**src/rtl/run_length_detector_pkg.sv**
```systemverilog
// Shared helpers for the run length detector.
package run_length_detector_pkg;

   function automatic int cnt_width(input int run_len);
      return $clog2(run_len + 1);
   endfunction

endpackage

```
**src/rtl/run_length_detector_sat_counter.sv**
```systemverilog
// Saturating up-counter with clear, load-to-one and increment.
// Priority: clear over load-to-one over increment.
module sat_counter #(
   parameter int           W   = 8,
   parameter logic [W-1:0] MAX = '1
) (
   input  logic         clock,
   input  logic         resetn,
   input  logic         clr,
   input  logic         load1,
   input  logic         inc,
   output logic [W-1:0] q
);

   logic [W-1:0] q_q, q_d;

   always_comb begin
      q_d = q_q;
      if (clr)
         q_d = '0;
      else if (load1)
         q_d = W'(1);
      else if (inc && (q_q != MAX))
         q_d = q_q + 1'b1;
   end

   always_ff @(posedge clock or negedge resetn) begin
      if (!resetn)
         q_q <= '0;
      else
         q_q <= q_d;
   end

   assign q = q_q;

endmodule

```
**src/rtl/run_length_detector.sv**
```systemverilog
// Serial run detector: flags when the last RUN_LEN enabled samples of w are
// identical, and counts detection events with saturation.
module run_length_detector
   import run_length_detector_pkg::*;
#(
   parameter int   RUN_LEN = 4,
   parameter int   HIT_W   = 8,
   localparam int  CNT_W   = cnt_width(RUN_LEN)
) (
   input  logic             clock,
   input  logic             resetn,
   input  logic             en,
   input  logic             clr,
   input  logic             w,
   output logic             z,
   output logic             z0,
   output logic             z1,
   output logic             run_bit,
   output logic [CNT_W-1:0] run_len,
   output logic [HIT_W-1:0] hits
);

   logic             valid_q, valid_d;
   logic             run_bit_q, run_bit_d;
   logic             new_run, extend, hit_inc, at_max;
   logic [CNT_W-1:0] run_len_w;
   logic [HIT_W-1:0] hits_w;

   always_comb begin
      new_run   = en & (~valid_q | (w != run_bit_q));
      extend    = en & ~new_run;
      // Only the step into RUN_LEN counts, so a long run is a single hit.
      hit_inc   = extend & (run_len_w == CNT_W'(RUN_LEN - 1));
      valid_d   = valid_q;
      run_bit_d = run_bit_q;
      if (clr) begin
         valid_d   = 1'b0;
         run_bit_d = 1'b0;
      end else if (new_run) begin
         valid_d   = 1'b1;
         run_bit_d = w;
      end
   end

   always_ff @(posedge clock or negedge resetn) begin
      if (!resetn) begin
         valid_q   <= 1'b0;
         run_bit_q <= 1'b0;
      end else begin
         valid_q   <= valid_d;
         run_bit_q <= run_bit_d;
      end
   end

   sat_counter #(.W(CNT_W), .MAX(CNT_W'(RUN_LEN))) u_run_len (
      .clock  (clock),
      .resetn (resetn),
      .clr    (clr),
      .load1  (new_run),
      .inc    (extend),
      .q      (run_len_w)
   );

   sat_counter #(.W(HIT_W), .MAX({HIT_W{1'b1}})) u_hits (
      .clock  (clock),
      .resetn (resetn),
      .clr    (clr),
      .load1  (1'b0),
      .inc    (hit_inc),
      .q      (hits_w)
   );

   assign at_max  = (run_len_w == CNT_W'(RUN_LEN));
   assign z1      = valid_q &  run_bit_q & at_max;
   assign z0      = valid_q & ~run_bit_q & at_max;
   assign z       = z0 | z1;
   assign run_bit = run_bit_q;
   assign run_len = run_len_w;
   assign hits    = hits_w;

endmodule
```
**config.mk**
```make
export PLATFORM = sky130hd
export DESIGN_NAME = run_length_detector
export DESIGN_NICKNAME = d
export VERILOG_FILES = /design/src/rtl/run_length_detector_pkg.sv /design/src/rtl/run_length_detector_sat_counter.sv /design/src/rtl/run_length_detector.sv
export SDC_FILE = /design/constraint.sdc
export NUM_CORES = 1
export LEC_CHECK = 0
export ABC_AREA = 1
export BUFFER_PORTS_ARGS = -buffer_cell sky130_fd_sc_hd__buf_2
export CAP_MARGIN = 20
export CORE_UTILIZATION = 47
export DETAILED_ROUTE_END_ITERATION = 10
export PLACE_DENSITY = 0.71
export SLEW_MARGIN = 20
export SYNTH_ARGS = -nofsm -noshare
export SYNTH_HDL_FRONTEND = slang
export SYNTH_HIERARCHICAL = 1
export SYNTH_SLANG_ARGS = --single-unit
```
**constraint.sdc**
```tcl
create_clock -name clock -period 1.3 [get_ports clock]
set_input_delay 0.195 -clock clock [delete_from_list [all_inputs] [get_ports clock]]
set_output_delay 0.195 -clock clock [all_outputs]
set_load 0.005 [all_outputs]
```
Yosys cells after proc, flatten, opt, wreduce, memory -nomap -nowiden:

Cells that the tools add are included.

* reduce and logical (&&, ||, !) cells: 5
* $add $sub $neg: 2
* multiplexer cells: 9
* equality and inequality tests: 5
* bitwise operators: 12

Operators with widths (number)
* 2-to-1 mux 8 bit: 2
* 2-to-1 mux 3 bit: 3
* adder 8 x 1 -> 8 bit (second input constant): 1
* != test 8 bit (second input constant): 1
* AND 1 bit: 7
* 2-to-1 mux 1 bit: 4
* nonzero test 2 bit: 2
* adder 3 x 1 -> 3 bit (second input constant): 1
* equality test 3 x 2 -> 1 bit (second input constant): 1
* equality test 3 bit (second input constant): 1
* != test 3 bit (second input constant): 1
* inverter 1 bit: 3
* nonzero test 3 bit: 1
* logical AND 1 bit: 2
* bitwise OR 1 bit: 2
* != test 1 bit: 1

* input bits: 5
* word-level logic and storage cells: 37
* bits in registers: 13

Depth between registers and ports, before layout:

* word-level depth: 9
* depth in mapped cells: 9
* gate-level depth less buffers: 9

By module:

Netlist, hierarchy kept.

By module, submodules not included
* sat_counter (u_hits): times used 1, cells each 78, seq. area each 200.2 µm², area an instance 565.5 µm²
* sat_counter (u_run_len): times used 1, cells each 28, seq. area each 75.1 µm², area an instance 214.0 µm²
* run_length_detector: times used 1, cells each 24, seq. area each 50.0 µm², area an instance 157.7 µm²

Worst setup path after synthesis:

OpenSTA, ideal clock, no wires.

* kind: flip-flop to flip-flop
* start: register u_run_len.q_q[2] (netlist: u_run_len/q[2])
* end: register u_hits.q_q[7] (netlist: u_hits/q[7])
* arrival time: 1283 ps
* library setup time: 113 ps
* buffers on the path: 0
* slack: -96 ps
* cell stages (with the launch flop): 8
* period minus slack after synthesis: 1396 ps
* data required time: 1187 ps
* cells stage by stage: dfrtp_1 nand3b_1 nor2_2 inv_2 a21oi_1 nand3_1 nand2_1 inv_1

* longest elaborated chain between the ends: 4

RTL lines
* start, declared: RTL line run_length_detector_sat_counter.sv:15 `logic [W-1:0] q_q, q_d;`
* start signal, assigned: RTL line run_length_detector_sat_counter.sv:31 `q_q <= q_d;`
* equality test 3 x 2 -> 1 bit: RTL line run_length_detector.sv:33 `hit_inc = extend & (run_len_w == CNT_W'(RUN_LEN - 1));`
* AND 1 bit: RTL line run_length_detector.sv:33
* via hit_inc: RTL line run_length_detector.sv:25 `logic new_run, extend, hit_inc, at_max;`
* logical AND 1 bit: RTL line run_length_detector_sat_counter.sv:23 `else if (inc && (q_q != MAX))`
* nonzero test 2 bit (no line)
* end signal, assigned: RTL line run_length_detector_sat_counter.sv:31
* end, declared: RTL line run_length_detector_sat_counter.sv:15

The timed path passes the listed nets, and every way through them passes these cells.
A chain may end at the register's enable or synchronous reset.

Final worst setup path:

* start: register u_hits.q_q[1] (netlist: u_hits/q[1])
* end: register u_hits.q_q[2] (netlist: u_hits/q[2])

* longest elaborated chain between the ends: 3
* elaborated cells on any way between the ends: 6
* classes of those cells: add/sub (1); eq/ne (1); mux (2); reduce/logical (2)

RTL lines (RTL line)
* adder 8 x 1 -> 8 bit / != test 8 bit (equally long branches): run_length_detector_sat_counter.sv:24, run_length_detector_sat_counter.sv:23
* 2-to-1 mux 8 bit / logical AND 1 bit (equally long branches): run_length_detector_sat_counter.sv:23
* 2-to-1 mux 8 bit / nonzero test 2 bit (equally long branches)

Parallel ways exist; a longest one is shown, timed or not. The select of a mux whose other input is x is not followed.

==> metrics.txt <==
Lkg Pwr 0.650 nW; mux cell area share after synthesis 0%; VDD IR max 0.000731 V; crit path max fanout 6; commonest cells after routing, fill and taps aside 24 x nand2_1, 19 x buf_2, 17 x nand3_1; DRT Pass-1 Iters 5; fillers 159; H-tree levels 1; worst hold path type primary input to flop; clock transition at the registers of the reported paths 0.08 ns; worst setup margin -0.0374 ns; Area Overhead vs Synth 32.7%; core area 1800 sq um; clk sinks 13; number of cell rows 15; clock latency on the worst-skew pair 0.27 ns; WL met2 1110 um; Setup violations, final 6; Seq cells post-synth 13; failing checks setup timing; Worst Path Arrival 1.51 ns; storage element area 329 sq um; min cycle time layout 1.34 ns; Initial Utilization 52.0%; met3 wire length 127 um; via count 935; Syn Std Cell Area 937 sq um; # Max-Cap Violations 0; Setup CP Type flop to flop; startpoint types flop; DRT met1 WL 981 um; CTS tree built; Fin. Hold Viols 0; diode count 0; Post-Route Skew 0.00353 ns; DR vias/cell 4.97; multi-input logic area 612 sq um; die area 2180 sq um; Synth cell types 24; highest metal used met4; power per cell area 690 nW/um^2; NumNets Final 172; routed length per instance 11.8 um; Worst Setup End Kind flop; simple-gate area share of the yosys netlist 46.7%; first-pass GRT wire length 3510 um; total track usage 23.3%; Final Cycle Share 103%; CTS Buffer Depth 2; FMAX 0.748 GHz; status finished with violations; Avg Synthesized Cell Area 7.21 sq um; most frequent standard cell in the layout excluding fill and tap cells nand2_1; Post-Synth Adder-Cell Area 4.01%; cts bufs inserted 3; Cells after Synth 130; fraction of layout cells with a size suffix above 1 43.6%; Root Buffer clkbuf_4; final slew viol count 0; Synth Area in XOR/XNOR 0%; largest net degree at the start of global routing 14; dpl hpwl 1620 um; final core utilization 69.0%; Congestion Overflow GR 0; RSZ-0062 raised after global routing yes; # DRC 0; Compound-Gate Fraction of Synth Area 5.74%; main combinational cell family by area after synthesis simple AND/OR/NAND/NOR gates; Warnings, synthesis 6; register area share after synthesis 34.7%; Port Buffer Count 19; antenna violations before repair 0; drt initial violations 38; pre-CTS WS -0.00925 ns; post-route antenna net violation count 0; I/O pin cnt 20; Routed WL 2230 um; Worst EP required 1.47 ns; Final GP Congestion 0.949; chip width 46.7 um; Die Y 46.7 um; vias in the first global route 835
==> power by group <==
part / internal [mW] / total [mW] / switching (mW)
registers: 0.420 / 0.437 / 0.0163
clock network: 0.114 / 0.249 / 0.135
logic: 0.0706 / 0.173 / 0.103
==> timing repair <==
item	CTS	global route
setup endpoints to repair	4	13
gates resized for setup	2	18
hold buffers	1	0
gates cloned	0	0
pin swaps	1	6
hold endpoints to repair	13	0
setup buffers	2	1
==> flip-flops by register name, indices dropped and copies added (netlist names) <==
signal       flops
u_hits/q         8
run_bit          1
valid_q          1
u_run_len/q      3
==> worst max-delay path, stage by stage (launching register included) <==
cell     delay, ns
dfrtp_1       0.37
ha_2          0.21
nand2_2       0.08
nor2_4        0.18
nand2_4       0.10
nand2_8       0.12
nand2_8       0.07
nand2_2       0.07
nand2_1       0.05
==> area by class of cell <==
class / count / area share (%)
clock inverters: 1 / 0.402
well taps: 25 / 2.52
repair buffers: 28 / 13.3
flip-flops and latches: 13 / 26.5
clock buffers: 3 / 1.81
inverters: 21 / 6.34
multi-input cells: 97 / 49.2
==> worst paths after layout <==
check                                        startpoint                      end  slack [ns]  cells after the start
worst min register to register  u_hits/q[6]$_DFFE_PN0P_  u_hits/q[6]$_DFFE_PN0P_        0.59                      2
worst max-delay path            u_hits/q[1]$_DFFE_PN0P_  u_hits/q[2]$_DFFE_PN0P_       -0.04                      8
worst max register to register  u_hits/q[1]$_DFFE_PN0P_  u_hits/q[2]$_DFFE_PN0P_       -0.04                      8
min in group asynchronous                        resetn  u_hits/q[5]$_DFFE_PN0P_        0.34                      2
worst min-delay path                                 en      run_bit$_DFFE_PN0P_        0.18                      2
max in group asynchronous                        resetn      run_bit$_DFFE_PN0P_        0.71                      2
==> metal layers <==
layer / track usage [%] / vias up
li1: - / 474
met1: 29.9 / 419
met2: 37.8 / 40
met3: 7.06 / 2
met4: 6.29 / 0
met5: 0 / -
==> per-stage QoR <==
step	hold WS [ns]	cells	setup TNS, ns	cell area, sq um	power [mW]
final	0.176	188	-0.162	1240	0.859
after detailed placement	0.0985	180	-0.00925	1120	0.583
after floorplan	-0.101	131	-0.00166	952	0.522
after global routing	0.171	188	-0.814	1240	0.913
after CTS	0.169	187	-0.131	1170	0.843
after global placement	0.100	180	0	1120	0.578
==> cell families after synthesis <==
group,count (synthesis)
fa+ha+maj,3
flops,13
compound gates,9
simple gates,83
buf+inv,21
other cells,1
==> synth_stat cells <==
| master | instances | area, sq um |
|---|---|---|
| clkinv_1 | 1 | 3.75 |
| nand4_2 | 1 | 12.5 |
| nor2_4 | 3 | 33.8 |
| nand2_2 | 6 | 37.5 |
| o21ai_2 | 1 | 8.76 |
| conb_1 | 1 | 3.75 |
| nand2_8 | 1 | 20.0 |
| nand3_1 | 17 | 85.1 |
| nor2_2 | 3 | 18.8 |
| o21ai_1 | 1 | 5.00 |
| nand3_2 | 1 | 10.0 |
| inv_2 | 5 | 18.8 |
| a211oi_1 | 1 | 7.51 |
| inv_1 | 15 | 56.3 |
| dfrtp_1 | 13 | 325 |
| nand3b_1 | 2 | 15.0 |
| nor3_1 | 3 | 15.0 |
| ha_1 | 3 | 37.5 |
| or2_1 | 1 | 6.26 |
| nand2_1 | 28 | 105 |
| nand2_4 | 2 | 22.5 |
| nor2_1 | 15 | 56.3 |
| o21bai_1 | 1 | 7.51 |
| a21oi_1 | 5 | 25.0 |
Note: power is estimated with default switching activity, not from simulation.
